[config.mk]
export PLATFORM = sky130hd
export DESIGN_NAME = decode_ctrl_stage_flat
export DESIGN_NICKNAME = d
export VERILOG_FILES = /design/src/rtl/decode_ctrl_stage_pkg.sv /design/src/rtl/decode_ctrl_stage_if.sv /design/src/rtl/decode_ctrl_stage_op_decoder.sv /design/src/rtl/decode_ctrl_stage.sv /design/src/flat_wrapper.sv
export SDC_FILE = /design/constraint.sdc
export NUM_CORES = 1
export LEC_CHECK = 0
export CAP_MARGIN = 20
export CORE_MARGIN = 3
export CORE_UTILIZATION = 38
export DETAILED_ROUTE_END_ITERATION = 16
export GPL_TIMING_DRIVEN = 0
export PLACE_DENSITY = 0.75
export SLEW_MARGIN = 5
export SYNTH_ARGS = -nofsm -noshare
export SYNTH_HDL_FRONTEND = slang
export SYNTH_SLANG_ARGS = --single-unit
[constraint.sdc]
create_clock -name clk -period 2.1 [get_ports clk]
set_clock_uncertainty 0.2 [all_clocks]
set_input_delay 0.525 -clock clk [delete_from_list [all_inputs] [get_ports clk]]
set_output_delay 0.525 -clock clk [all_outputs]
set_load 0.02 [all_outputs]
[src/rtl/decode_ctrl_stage_pkg.sv]
// Shared decode definitions for the ID stage and the ALU control unit:
// opcode values, ALU operation codes, one-hot function codes, the bubble
// function code and the ID/EX register layout.
package decode_ctrl_stage_pkg;

    // Primary opcodes carried in instr[31:26]
    localparam logic [5:0] OP_RTYPE = 6'b000000;
    localparam logic [5:0] OP_ADDI  = 6'b000001;
    localparam logic [5:0] OP_SUBI  = 6'b000010;
    localparam logic [5:0] OP_ANDI  = 6'b000011;
    localparam logic [5:0] OP_ORI   = 6'b000100;
    localparam logic [5:0] OP_LW    = 6'b000101;
    localparam logic [5:0] OP_SW    = 6'b000110;
    localparam logic [5:0] OP_BEQ   = 6'b000111;
    localparam logic [5:0] OP_J     = 6'b001000;

    // ALU operation codes; ALU_FUNC defers to the func field
    localparam logic [2:0] ALU_ADD  = 3'b000;
    localparam logic [2:0] ALU_SUB  = 3'b001;
    localparam logic [2:0] ALU_AND  = 3'b010;
    localparam logic [2:0] ALU_OR   = 3'b011;
    localparam logic [2:0] ALU_FUNC = 3'b111;

    // One-hot R-type function codes
    localparam logic [6:0] FUNC_ADD = 7'b0000001;
    localparam logic [6:0] FUNC_SUB = 7'b0000010;
    localparam logic [6:0] FUNC_AND = 7'b0000100;
    localparam logic [6:0] FUNC_OR  = 7'b0001000;
    localparam logic [6:0] FUNC_SLT = 7'b0010000;
    localparam logic [6:0] FUNC_NOP = 7'b0100000;
    localparam logic [6:0] FUNC_SLL = 7'b1000000;

    // Function code carried by every non-R-type instruction and by bubbles
    localparam logic [6:0] FUNC_BUBBLE = FUNC_NOP;

    // Combinational decode result for one opcode
    typedef struct packed {
        logic [2:0] alu_op;
        logic [6:0] func;
        logic       reg_write;
        logic       mem_read;
        logic       mem_write;
        logic       alu_src;
        logic       reg_dst;
        logic       branch;
        logic       jump;
        logic       illegal;
        logic       uses_rt;
    } dec_t;

    // ID/EX pipeline register contents
    typedef struct packed {
        logic       ex_valid;
        logic [2:0] alu_op;
        logic [6:0] func;
        logic [4:0] rs;
        logic [4:0] rt;
        logic [4:0] rd;
        logic       reg_write;
        logic       mem_read;
        logic       mem_write;
        logic       alu_src;
        logic       reg_dst;
        logic       branch;
        logic       jump;
        logic       illegal;
    } id_ex_t;

    // Bubble value of the ID/EX register, optionally flagged as illegal
    function automatic id_ex_t id_ex_bubble(input logic illegal);
        id_ex_t b;
        b          = '0;
        b.alu_op   = ALU_ADD;
        b.func     = FUNC_BUBBLE;
        b.illegal  = illegal;
        return b;
    endfunction

endpackage

[src/rtl/decode_ctrl_stage_if.sv]
// IF/ID inputs, stall/flush controls and the registered ID/EX outputs of
// the decode stage, grouped as one bus.
interface decode_ctrl_stage_if;
    logic        if_valid;
    logic [31:0] instr;
    logic        ex_stall;
    logic        flush;
    logic        id_stall;
    logic        ex_valid;
    logic [2:0]  alu_op;
    logic [6:0]  func;
    logic [4:0]  rs;
    logic [4:0]  rt;
    logic [4:0]  rd;
    logic        reg_write;
    logic        mem_read;
    logic        mem_write;
    logic        alu_src;
    logic        reg_dst;
    logic        branch;
    logic        jump;
    logic        illegal;

    // Pipeline side driving the decode stage
    modport master (
        output if_valid, instr, ex_stall, flush,
        input  id_stall, ex_valid, alu_op, func, rs, rt, rd,
        input  reg_write, mem_read, mem_write, alu_src, reg_dst,
        input  branch, jump, illegal
    );

    // Decode stage itself
    modport slave (
        input  if_valid, instr, ex_stall, flush,
        output id_stall, ex_valid, alu_op, func, rs, rt, rd,
        output reg_write, mem_read, mem_write, alu_src, reg_dst,
        output branch, jump, illegal
    );
endinterface

[src/rtl/decode_ctrl_stage_op_decoder.sv]
// Combinational opcode decode table. Unknown opcodes raise illegal and
// leave every control bit clear.
module op_decoder
    import decode_ctrl_stage_pkg::*;
(
    input  logic [5:0] opcode,
    input  logic [6:0] func_field,
    output dec_t       dec
);

    // Translate the opcode into ALU/memory/writeback control bits
    always_comb begin
        dec        = '0;
        dec.alu_op = ALU_ADD;
        dec.func   = FUNC_BUBBLE;
        case (opcode)
            OP_RTYPE: begin
                dec.alu_op    = ALU_FUNC;
                dec.func      = func_field;
                dec.reg_write = 1'b1;
                dec.reg_dst   = 1'b1;
                dec.uses_rt   = 1'b1;
            end
            OP_ADDI: begin
                dec.alu_op    = ALU_ADD;
                dec.alu_src   = 1'b1;
                dec.reg_write = 1'b1;
            end
            OP_SUBI: begin
                dec.alu_op    = ALU_SUB;
                dec.alu_src   = 1'b1;
                dec.reg_write = 1'b1;
            end
            OP_ANDI: begin
                dec.alu_op    = ALU_AND;
                dec.alu_src   = 1'b1;
                dec.reg_write = 1'b1;
            end
            OP_ORI: begin
                dec.alu_op    = ALU_OR;
                dec.alu_src   = 1'b1;
                dec.reg_write = 1'b1;
            end
            OP_LW: begin
                dec.alu_op    = ALU_ADD;
                dec.alu_src   = 1'b1;
                dec.mem_read  = 1'b1;
                dec.reg_write = 1'b1;
            end
            OP_SW: begin
                dec.alu_op    = ALU_ADD;
                dec.alu_src   = 1'b1;
                dec.mem_write = 1'b1;
                dec.uses_rt   = 1'b1;
            end
            OP_BEQ: begin
                dec.alu_op    = ALU_SUB;
                dec.branch    = 1'b1;
                dec.uses_rt   = 1'b1;
            end
            OP_J: begin
                dec.alu_op    = ALU_ADD;
                dec.jump      = 1'b1;
            end
            default: begin
                dec.illegal   = 1'b1;
            end
        endcase
    end

endmodule

[src/rtl/decode_ctrl_stage.sv]
// Instruction decode stage: decodes the IF/ID instruction, detects
// load-use hazards against the instruction in EX, and owns the ID/EX
// pipeline register with flush/stall/bubble handling.
module decode_ctrl_stage
    import decode_ctrl_stage_pkg::*;
(
    input  logic              clk,
    input  logic              rst,
    decode_ctrl_stage_if.slave bus
);

    logic [5:0] opcode_s;
    logic [4:0] rs_s;
    logic [4:0] rt_s;
    logic [4:0] rd_s;
    logic [6:0] func_field_s;
    logic       unused_instr_s;
    dec_t       dec_s;
    logic       hazard_s;
    id_ex_t     id_ex_r;
    id_ex_t     id_ex_nxt_s;

    assign opcode_s       = bus.instr[31:26];
    assign rs_s           = bus.instr[25:21];
    assign rt_s           = bus.instr[20:16];
    assign rd_s           = bus.instr[15:11];
    assign func_field_s   = bus.instr[6:0];
    assign unused_instr_s = ^bus.instr[10:7];

    op_decoder u_op_decoder (
        .opcode     (opcode_s),
        .func_field (func_field_s),
        .dec        (dec_s)
    );

    // Load in EX whose destination feeds a source of the ID instruction
    always_comb begin
        hazard_s = 1'b0;
        if (id_ex_r.ex_valid && id_ex_r.mem_read && bus.if_valid &&
            (id_ex_r.rt != 5'd0)) begin
            hazard_s = (id_ex_r.rt == rs_s) ||
                       (dec_s.uses_rt && (id_ex_r.rt == rt_s));
        end else begin
            hazard_s = 1'b0;
        end
    end

    // A flush cancels the hazard stall since the ID instruction is squashed
    assign bus.id_stall = bus.ex_stall | (hazard_s & ~bus.flush);

    // Next ID/EX contents: flush, then EX hold, then hazard bubble, then load
    always_comb begin
        id_ex_nxt_s = id_ex_r;
        if (bus.flush) begin
            id_ex_nxt_s = id_ex_bubble(1'b0);
        end else if (bus.ex_stall) begin
            id_ex_nxt_s = id_ex_r;
        end else if (hazard_s) begin
            id_ex_nxt_s = id_ex_bubble(1'b0);
        end else if (bus.if_valid) begin
            if (dec_s.illegal) begin
                id_ex_nxt_s = id_ex_bubble(1'b1);
            end else begin
                id_ex_nxt_s.ex_valid  = 1'b1;
                id_ex_nxt_s.alu_op    = dec_s.alu_op;
                id_ex_nxt_s.func      = dec_s.func;
                id_ex_nxt_s.rs        = rs_s;
                id_ex_nxt_s.rt        = rt_s;
                id_ex_nxt_s.rd        = rd_s;
                id_ex_nxt_s.reg_write = dec_s.reg_write;
                id_ex_nxt_s.mem_read  = dec_s.mem_read;
                id_ex_nxt_s.mem_write = dec_s.mem_write;
                id_ex_nxt_s.alu_src   = dec_s.alu_src;
                id_ex_nxt_s.reg_dst   = dec_s.reg_dst;
                id_ex_nxt_s.branch    = dec_s.branch;
                id_ex_nxt_s.jump      = dec_s.jump;
                id_ex_nxt_s.illegal   = 1'b0;
            end
        end else begin
            id_ex_nxt_s = id_ex_bubble(1'b0);
        end
    end

    // ID/EX register; reset drops any held instruction at once
    always_ff @(posedge clk or posedge rst) begin
        if (rst) begin
            id_ex_r <= id_ex_bubble(1'b0);
        end else begin
            id_ex_r <= id_ex_nxt_s;
        end
    end

    assign bus.ex_valid  = id_ex_r.ex_valid;
    assign bus.alu_op    = id_ex_r.alu_op;
    assign bus.func      = id_ex_r.func;
    assign bus.rs        = id_ex_r.rs;
    assign bus.rt        = id_ex_r.rt;
    assign bus.rd        = id_ex_r.rd;
    assign bus.reg_write = id_ex_r.reg_write;
    assign bus.mem_read  = id_ex_r.mem_read;
    assign bus.mem_write = id_ex_r.mem_write;
    assign bus.alu_src   = id_ex_r.alu_src;
    assign bus.reg_dst   = id_ex_r.reg_dst;
    assign bus.branch    = id_ex_r.branch;
    assign bus.jump      = id_ex_r.jump;
    assign bus.illegal   = id_ex_r.illegal;

endmodule

[src/flat_wrapper.sv]
// flat-port wrapper written by rule: the top's interface ports become plain ports
module decode_ctrl_stage_flat import decode_ctrl_stage_pkg::*;
  (clk, rst, bus_if_valid, bus_instr, bus_ex_stall, bus_flush, bus_id_stall, bus_ex_valid, bus_alu_op, bus_func, bus_rs, bus_rt, bus_rd, bus_reg_write, bus_mem_read, bus_mem_write, bus_alu_src, bus_reg_dst, bus_branch, bus_jump, bus_illegal);
  decode_ctrl_stage_if bus_i ();
  input  logic clk;
  input  logic rst;
  input wire logic [$bits(bus_i.if_valid)-1:0] bus_if_valid;
  input wire logic [$bits(bus_i.instr)-1:0] bus_instr;
  input wire logic [$bits(bus_i.ex_stall)-1:0] bus_ex_stall;
  input wire logic [$bits(bus_i.flush)-1:0] bus_flush;
  output wire logic [$bits(bus_i.id_stall)-1:0] bus_id_stall;
  output wire logic [$bits(bus_i.ex_valid)-1:0] bus_ex_valid;
  output wire logic [$bits(bus_i.alu_op)-1:0] bus_alu_op;
  output wire logic [$bits(bus_i.func)-1:0] bus_func;
  output wire logic [$bits(bus_i.rs)-1:0] bus_rs;
  output wire logic [$bits(bus_i.rt)-1:0] bus_rt;
  output wire logic [$bits(bus_i.rd)-1:0] bus_rd;
  output wire logic [$bits(bus_i.reg_write)-1:0] bus_reg_write;
  output wire logic [$bits(bus_i.mem_read)-1:0] bus_mem_read;
  output wire logic [$bits(bus_i.mem_write)-1:0] bus_mem_write;
  output wire logic [$bits(bus_i.alu_src)-1:0] bus_alu_src;
  output wire logic [$bits(bus_i.reg_dst)-1:0] bus_reg_dst;
  output wire logic [$bits(bus_i.branch)-1:0] bus_branch;
  output wire logic [$bits(bus_i.jump)-1:0] bus_jump;
  output wire logic [$bits(bus_i.illegal)-1:0] bus_illegal;
  assign bus_i.if_valid = bus_if_valid;
  assign bus_i.instr = bus_instr;
  assign bus_i.ex_stall = bus_ex_stall;
  assign bus_i.flush = bus_flush;
  assign bus_id_stall = bus_i.id_stall;
  assign bus_ex_valid = bus_i.ex_valid;
  assign bus_alu_op = bus_i.alu_op;
  assign bus_func = bus_i.func;
  assign bus_rs = bus_i.rs;
  assign bus_rt = bus_i.rt;
  assign bus_rd = bus_i.rd;
  assign bus_reg_write = bus_i.reg_write;
  assign bus_mem_read = bus_i.mem_read;
  assign bus_mem_write = bus_i.mem_write;
  assign bus_alu_src = bus_i.alu_src;
  assign bus_reg_dst = bus_i.reg_dst;
  assign bus_branch = bus_i.branch;
  assign bus_jump = bus_i.jump;
  assign bus_illegal = bus_i.illegal;
  decode_ctrl_stage u_core (.clk(clk), .rst(rst), .bus(bus_i));
endmodule
==> flow_metrics.env, run 1 <==
export IMPL_status="finished with violations"
export IMPL_violations="negative setup slack"
export IMPL_fin_area_um2=2880
export IMPL_yosys_area_top_type_share=0.474
export IMPL_htree_levels=2
export IMPL_fin_crit_sh=1.23
export IMPL_antenna_found_initial=0
export IMPL_io_pins=72
export IMPL_synthArstFlopShare=1.00
export IMPL_crit_buf_inv=2
export IMPL_rsz0062_at_grt="yes"
export IMPL_ys_seq_elements=34
export IMPL_nNetsFinal=304
export IMPL_p_sw_frac=0.246
export IMPL_ctsHoldBuffers=0
export IMPL_pwr_share_clk=0.368
export IMPL_synth_most_common_cell="nand2_1"
export IMPL_grt_overflow=0
export IMPL_place_hpwl_um=3410
export IMPL_crit_family="buffers and inverters"
export IMPL_dpl_worst_slack_ns=-1.43
export IMPL_avgSynthCellArea_um2=9.68
export IMPL_crit_slowest_cell="clkdlybuf4s50_1"
export IMPL_synth_edf_count=0
export IMPL_area_delta_synth_final_pct=65.2
export IMPL_core_um2=4200
export IMPL_power_density_nw_per_um2=469
export IMPL_yosysTopAreaCell="dfrtp_1"
export IMPL_drv_slew=0
export IMPL_clock_latency_ns=0.28
export IMPL_finalSetupViolations=32
export IMPL_syn_area_um2=1740
export IMPL_diodes=0
export IMPL_worstSetupEndpointType="primary output"
export IMPL_dpl_instance_area_um2=2510
export IMPL_worstSetupPathType="in -> out"
export IMPL_intPower_mw=1.02
export IMPL_final_layout_size_suffix_gt1_frac=0.284
export IMPL_cap_violations=0
export IMPL_cp_max_fo=3
export IMPL_synth_common_cells="41 x nand2_1, 33 x dfrtp_1, 24 x nand3_1"
export IMPL_synth_distinct_cells=32
export IMPL_ant_nets=0
export IMPL_ff2ff_setup_slack_ns=-0.11
export IMPL_grt_max_degree=22
export IMPL_clockBufferDepth=2
export IMPL_via_per_inst=5.12
export IMPL_crit_end="bus_id_stall"
export IMPL_relSlewSlack=0.575
export IMPL_cpPeakStageDelay_ns=0.52
export IMPL_worstReg2RegStart="u_core.bus.rt[1]"
export IMPL_grt_usage=0.190
export IMPL_start_util=0.415
export IMPL_ctsRootBufferMaster="clkbuf_8"
export IMPL_arrival_ns=1.86
export IMPL_r2r_end="u_core.bus.rt[0]"
export IMPL_die_area_um2=5430
export IMPL_die_width_um=73.7
export IMPL_setup_worst_path_start="bus_instr[29]"
export IMPL_first_iter_violations=82
export IMPL_power_switching_uw=332
export IMPL_yosys_warnings=0
export IMPL_port_buffers=66
export IMPL_wl_per_cell_um=15.9
export IMPL_irDropWorstVdd_v=0.000212
export IMPL_r2r_cells=8
export IMPL_cts_buffers=5
export IMPL_synth_fp_nets=217
export IMPL_clkTransAtPathRegs_ns=0.07
export IMPL_die_h_um=73.7
export IMPL_whs_ns=0.278
export IMPL_drtPass1Iterations=4
export IMPL_routed_wl_um=5070
export IMPL_std_cell_rows=23
export IMPL_vias=1629
export IMPL_crit_chain="clkdlybuf4s50_1 > nor3_4 > nand4_4 > a21oi_4 > a21o_1 > buf_6"
export IMPL_crit_cells=6
export IMPL_power_leakage_nw=1.23
export IMPL_synth_ff_type="dfrtp_1"
export IMPL_pwr_share_comb=0.140
export IMPL_critPathLaunchType="input port"
export IMPL_min_path_type="reg -> reg"
export IMPL_ys_top_cells_by_area="dfrtp_1 47%, o21ai_2 10%, nand2_1 8.8%, nand3_1 6.9%, xor2_1 3.5%"
export IMPL_route_detailed_drc=0
export IMPL_seqPwrFrac=0.492
export IMPL_netlist_instances=180
export IMPL_final_util=0.685
export IMPL_tightest_slew_ns=0.637
export IMPL_cp_required_ns=1.37
export IMPL_globalplace_congestion=0.773
export IMPL_numClockSinks=34
export IMPL_cts_tree="built"
export IMPL_seq_area_frac_synth=0.489
export IMPL_grt_pass1_vias=1648
export IMPL_hold_viol=0
export IMPL_min_period_ns=2.59
export IMPL_setup_slack_ns=-0.488
export IMPL_grt_pass1_wl_um=7850
export IMPL_max_freq_ghz=0.386
==> stage by stage <==
| step | total power, mW | instances | TNS (ns) |
|---|---|---|---|
| global placement | 0.846 | 296 | -27.78 |
| detailed placement | 0.853 | 297 | -20.79 |
| CTS | 1.35 | 311 | -0.490 |
| finish | 1.35 | 318 | -2.74 |
| global route | 1.40 | 318 | -4.73 |
| floorplan | 0.748 | 180 | -0.296 |
==> layout make-up <==
class                           instances  area (µm²)
Clock inverter                          1        5.00
Sequential cell                        34         858
Tap cell                               50        62.6
Timing Repair Buffer                   80         855
Buffer                                 11         105
Clock buffer                            7        86.3
Inverter                                3        11.3
Multi-Input combinational cell        132         893
Fill cell                             337        1330
==> state kept, by name, indices dropped and copies added (netlist names), 3 cells and up <==
signal             cells
u_core.bus.rd          5
u_core.bus.alu_op      3
u_core.bus.rs          5
u_core.bus.rt          5
u_core.bus.func        7
==> cells in the final DEF (no fill, tap or decap), types with 4 or more instances in the layout <==
cell type        Yosys  routed
nand3_1             24      24
dlygate4sd2_1        0       8
buf_4                1       8
o21ai_1              2       4
o21ai_0             12       9
xor2_1               7       4
clkbuf_2             0       5
dfrtp_1             33      28
clkdlybuf4s50_1      0      52
nand2_1             41      40
dfrtp_2              0       5
clkbuf_8             0       6
o21ai_2             20      21
==> power groups by stage <==
stage | logic (mW) | clock network [mW] | registers (mW)
3_5_place_dp | 0.176 | 0 | 0.676
2_1_floorplan | 0.0651 | 0 | 0.683
3_3_place_gp | 0.170 | 0 | 0.676
5_1_grt | 0.205 | 0.530 | 0.665
4_1_cts | 0.185 | 0.498 | 0.664
6_report | 0.188 | 0.497 | 0.664
==> cells by family (layout without fill, tap and decap cells) <==
kind of cell              Yosys count  after routing  synth area share
AOI/OAI and AO/OA                  39             39             0.180
xor gates and xnor gates           10             10            0.0503
buffers and inverters              14            102            0.0503
DFF                                34             34             0.489
and+or+nand+nor                    83             83             0.231
==> routing by layer <==
layer  GRT usage  vias to the layer above  part of all wire
met2       0.309                       68              0.46
met3      0.0465                        8             0.076
met5           0                        -                 0
met4      0.0423                        0            0.0097
li1            -                      796                 -
met1       0.256                      757              0.45
==> how the worst min path moves through the flow <==
stage,start,end,cells past startpoint
after floorplan,u_core.bus.func[5],u_core.bus.func[5],1
after global placement,u_core.bus.rd[0],u_core.bus.rd[0],2
after detailed placement,u_core.bus.rd[2],u_core.bus.rd[2],2
after CTS,u_core.bus.rd[2],u_core.bus.rd[2],2
after global routing,u_core.bus.rd[4],u_core.bus.rd[4],2
final,u_core.bus.alu_op[1],u_core.bus.alu_op[1],2
==> worst register-to-register path: cells and delay by family (launching register included) <==
kind,cells,cell delay (ns)
AO/OA/AOI/OAI,3,0.43
buffers and inverters,4,0.53
AND/OR/NAND/NOR,1,0.53
flip-flops,1,0.44
==> what timing repair did <==
action                                  in CTS  in global routing
resized for setup                           31                 31
endpoints found under the setup margin      39                 34
pin swaps                                   11                  3
cloned                                       0                  4
buffers inserted                             6                  3
Note: power is estimated with default switching activity, not from simulation.
==> run 2, diff against run 1 <==
CTS_CLUSTER_SIZE = 12   (was unset)
SLEW_MARGIN = 0   (was 5)
==> results of run 2 <==
No change in the layout: final DEF, timing and power equal those of run 1.
==> run 3, diff against run 2 <==
CORE_UTILIZATION = 43   (was 38)
PLACE_DENSITY = 0.8   (was 0.75)
clock period = 2.4 ns   (was 2.1 ns; I/O delays follow)
==> run 3 against run 2 <==
The run still ends with negative setup slack left. Final cell count is 1.3% lower. Combinational power is 14% lower. Global-route usage increased by 1.6 points. Non-clock buffer count is 2 lower. Die area fell by 11%. Clock power down 12%. Worst hold slack improved by 0.0025 ns. Cell area decreased by 5.7%. Clock-buffer cell count unchanged. Routed wire length is 6.9% lower. First-iteration DRC count grew 6.1%. Setup slack improved by 0.22 ns. Largest power group unchanged.
==> flow_metrics.env, run 3 (synthesis results as in run 1) <==
export IMPL_irDropWorstVdd_v=0.000293
export IMPL_pwr_share_comb=0.137
export IMPL_worstSetupEndpointType="primary output"
export IMPL_pwr_share_clk=0.370
export IMPL_hold_start="u_core.bus.alu_op[2]"
export IMPL_finalSetupViolations=1
export IMPL_r2r_cells=7
export IMPL_drv_slew=0
export IMPL_io_pins=72
export IMPL_ant_nets=0
export IMPL_grt_overflow=0
export IMPL_clockBufferDepth=2
export IMPL_dpl_cell_count=295
export IMPL_ff2ff_setup_slack_ns=0.35
export IMPL_grt_max_degree=23
export IMPL_port_buffers=66
export IMPL_hold_viol=0
export IMPL_routed_wl_um=4720
export IMPL_grt_pass1_vias=1673
export IMPL_relSlewSlack=0.357
export IMPL_p_sw_frac=0.245
export IMPL_crit_slowest_cell="or3_4"
export IMPL_cts_tree="built"
export IMPL_violations="negative setup slack"
export IMPL_ctsHoldBuffers=0
export IMPL_vias=1615
export IMPL_place_hpwl_um=3330
export IMPL_r2r_end="u_core.bus.rs[2]"
export IMPL_grt_pass1_wl_um=8000
export IMPL_cp_max_fo=7
export IMPL_die_area_um2=4850
export IMPL_rsz0062_at_grt="yes"
export IMPL_htree_levels=2
export IMPL_largest_reg_flops=7
export IMPL_area_delta_synth_final_pct=55.8
export IMPL_wl_per_cell_um=15.0
export IMPL_cpPeakStageDelay_ns=0.38
export IMPL_route_detailed_drc=0
export IMPL_intPower_uw=888
export IMPL_globalplace_congestion=0.854
export IMPL_diodes=0
export IMPL_ctsRootBufferMaster="clkbuf_8"
export IMPL_numClockSinks=34
export IMPL_seqPwrFrac=0.494
export IMPL_min_period_ns=2.67
export IMPL_critPathLaunchType="input port"
export IMPL_stdcell_count=314
export IMPL_ff_latch_area_um2=857
export IMPL_core_um2=3770
export IMPL_crit_chain="clkdlybuf4s15_1 > or3_4 > nand2_2 > nand4_4 > a21oi_4 > a21o_1 > buf_6"
export IMPL_final_util=0.720
export IMPL_multi_input_area_um2=857
export IMPL_status="finished with violations"
export IMPL_max_freq_ghz=0.375
export IMPL_final_layout_size_suffix_gt1_frac=0.248
export IMPL_antenna_found_initial=0
export IMPL_setup_slack_ns=-0.268
export IMPL_min_path_type="reg -> reg"
export IMPL_worstSetupPathType="in -> out"
export IMPL_worstReg2RegStart="u_core.bus.rt[1]"
export IMPL_cts_buffers=5
export IMPL_worstHoldPathCells=2
export IMPL_arrival_ns=1.87
export IMPL_via_per_inst=5.14
export IMPL_final_common_cell="clkdlybuf4s50_1"
export IMPL_std_cell_rows=22
export IMPL_power_density_nw_per_um2=434
export IMPL_cp_required_ns=1.60
export IMPL_fin_crit_sh=1.11
export IMPL_tightest_slew_ns=0.958
export IMPL_power_switching_uw=289
export IMPL_power_leakage_nw=1.14
export IMPL_min_to="u_core.bus.alu_op[2]"
export IMPL_first_iter_violations=87
export IMPL_start_util=0.462
export IMPL_drtPass1Iterations=4
export IMPL_die_width_um=69.6
export IMPL_die_h_um=69.6
export IMPL_nNetsFinal=302
export IMPL_clkTransAtPathRegs_ns=0.06
export IMPL_layout_common_cells="53 x clkdlybuf4s50_1, 40 x nand2_1, 29 x dfrtp_1, 24 x nand3_1, 20 x o21ai_2"
export IMPL_fillerInstances=297
export IMPL_grt_usage=0.206
export IMPL_clock_latency_ns=0.29
export IMPL_cap_violations=0
run 3: what timing repair did:
action / in CTS / in global routing
endpoints found under the hold margin: 0 / 0
gates resized for setup: 39 / 1
setup endpoints to repair: 24 / 16
buffers inserted: 8 / 3
pin swaps: 10 / 0
run 3: final cells by class:
cell class / instances / share of cell area
clock buffers: 7 / 0.0318
inverters: 3 / 0.00415
multi-input cells: 132 / 0.316
repair buffers: 78 / 0.279
flip-flops and latches: 34 / 0.316
well taps: 48 / 0.0221
plain buffers: 11 / 0.0295
clock inverters: 1 / 0.00184
run 3: layer usage:
layer | part of all wire | GRT usage | up-vias | wire, µm
met3 | 0.072 | 0.0725 | 8 | 338
met1 | 0.45 | 0.270 | 757 | 2110
met5 | 0 | 0 | - | 0
met2 | 0.47 | 0.318 | 56 | 2220
met4 | 0.012 | 0.0702 | 0 | 56
li1 | - | - | 794 | -
run 3: critical path: cells and delay by family:
family | cells | cell delay (ns)
compound gates | 2 | 0.30
buf+inv | 2 | 0.38
simple gates | 3 | 0.58
run 3: worst max-delay path by stage:
stage | from | endpoint | cells past startpoint
3_5_place_dp | bus_instr[28] | bus_id_stall | 7
4_1_cts | u_core.bus.rt[0] | bus_id_stall | 5
5_1_grt | u_core.bus.rt[1] | bus_id_stall | 6
3_3_place_gp | bus_instr[28] | bus_id_stall | 7
6_report | bus_instr[28] | bus_id_stall | 7
2_1_floorplan | bus_instr[26] | bus_id_stall | 6
run 3: power by group through the flow:
stage               registers (mW)  logic, mW  clock network [mW]
floorplan                    0.597     0.0569                   0
global placement             0.592      0.147                   0
detailed placement           0.592      0.154                   0
CTS                          0.581      0.157               0.445
global route                 0.581      0.173               0.462
finish                       0.581      0.161               0.435
run 3: stage by stage:
step	power (mW)	setup TNS [ns]	setup WS (ns)	cell area [µm²]	hold WS (ns)
after global placement	0.739	-11.00	-1.22	2480	0.261
after floorplan	0.654	-0.146	-0.146	1760	0.345
after global routing	1.22	-0.374	-0.345	2710	0.315
final	1.18	-0.268	-0.268	2710	0.280
after detailed placement	0.746	-11.90	-1.24	2510	0.269
after CTS	1.18	-0.244	-0.244	2690	0.284
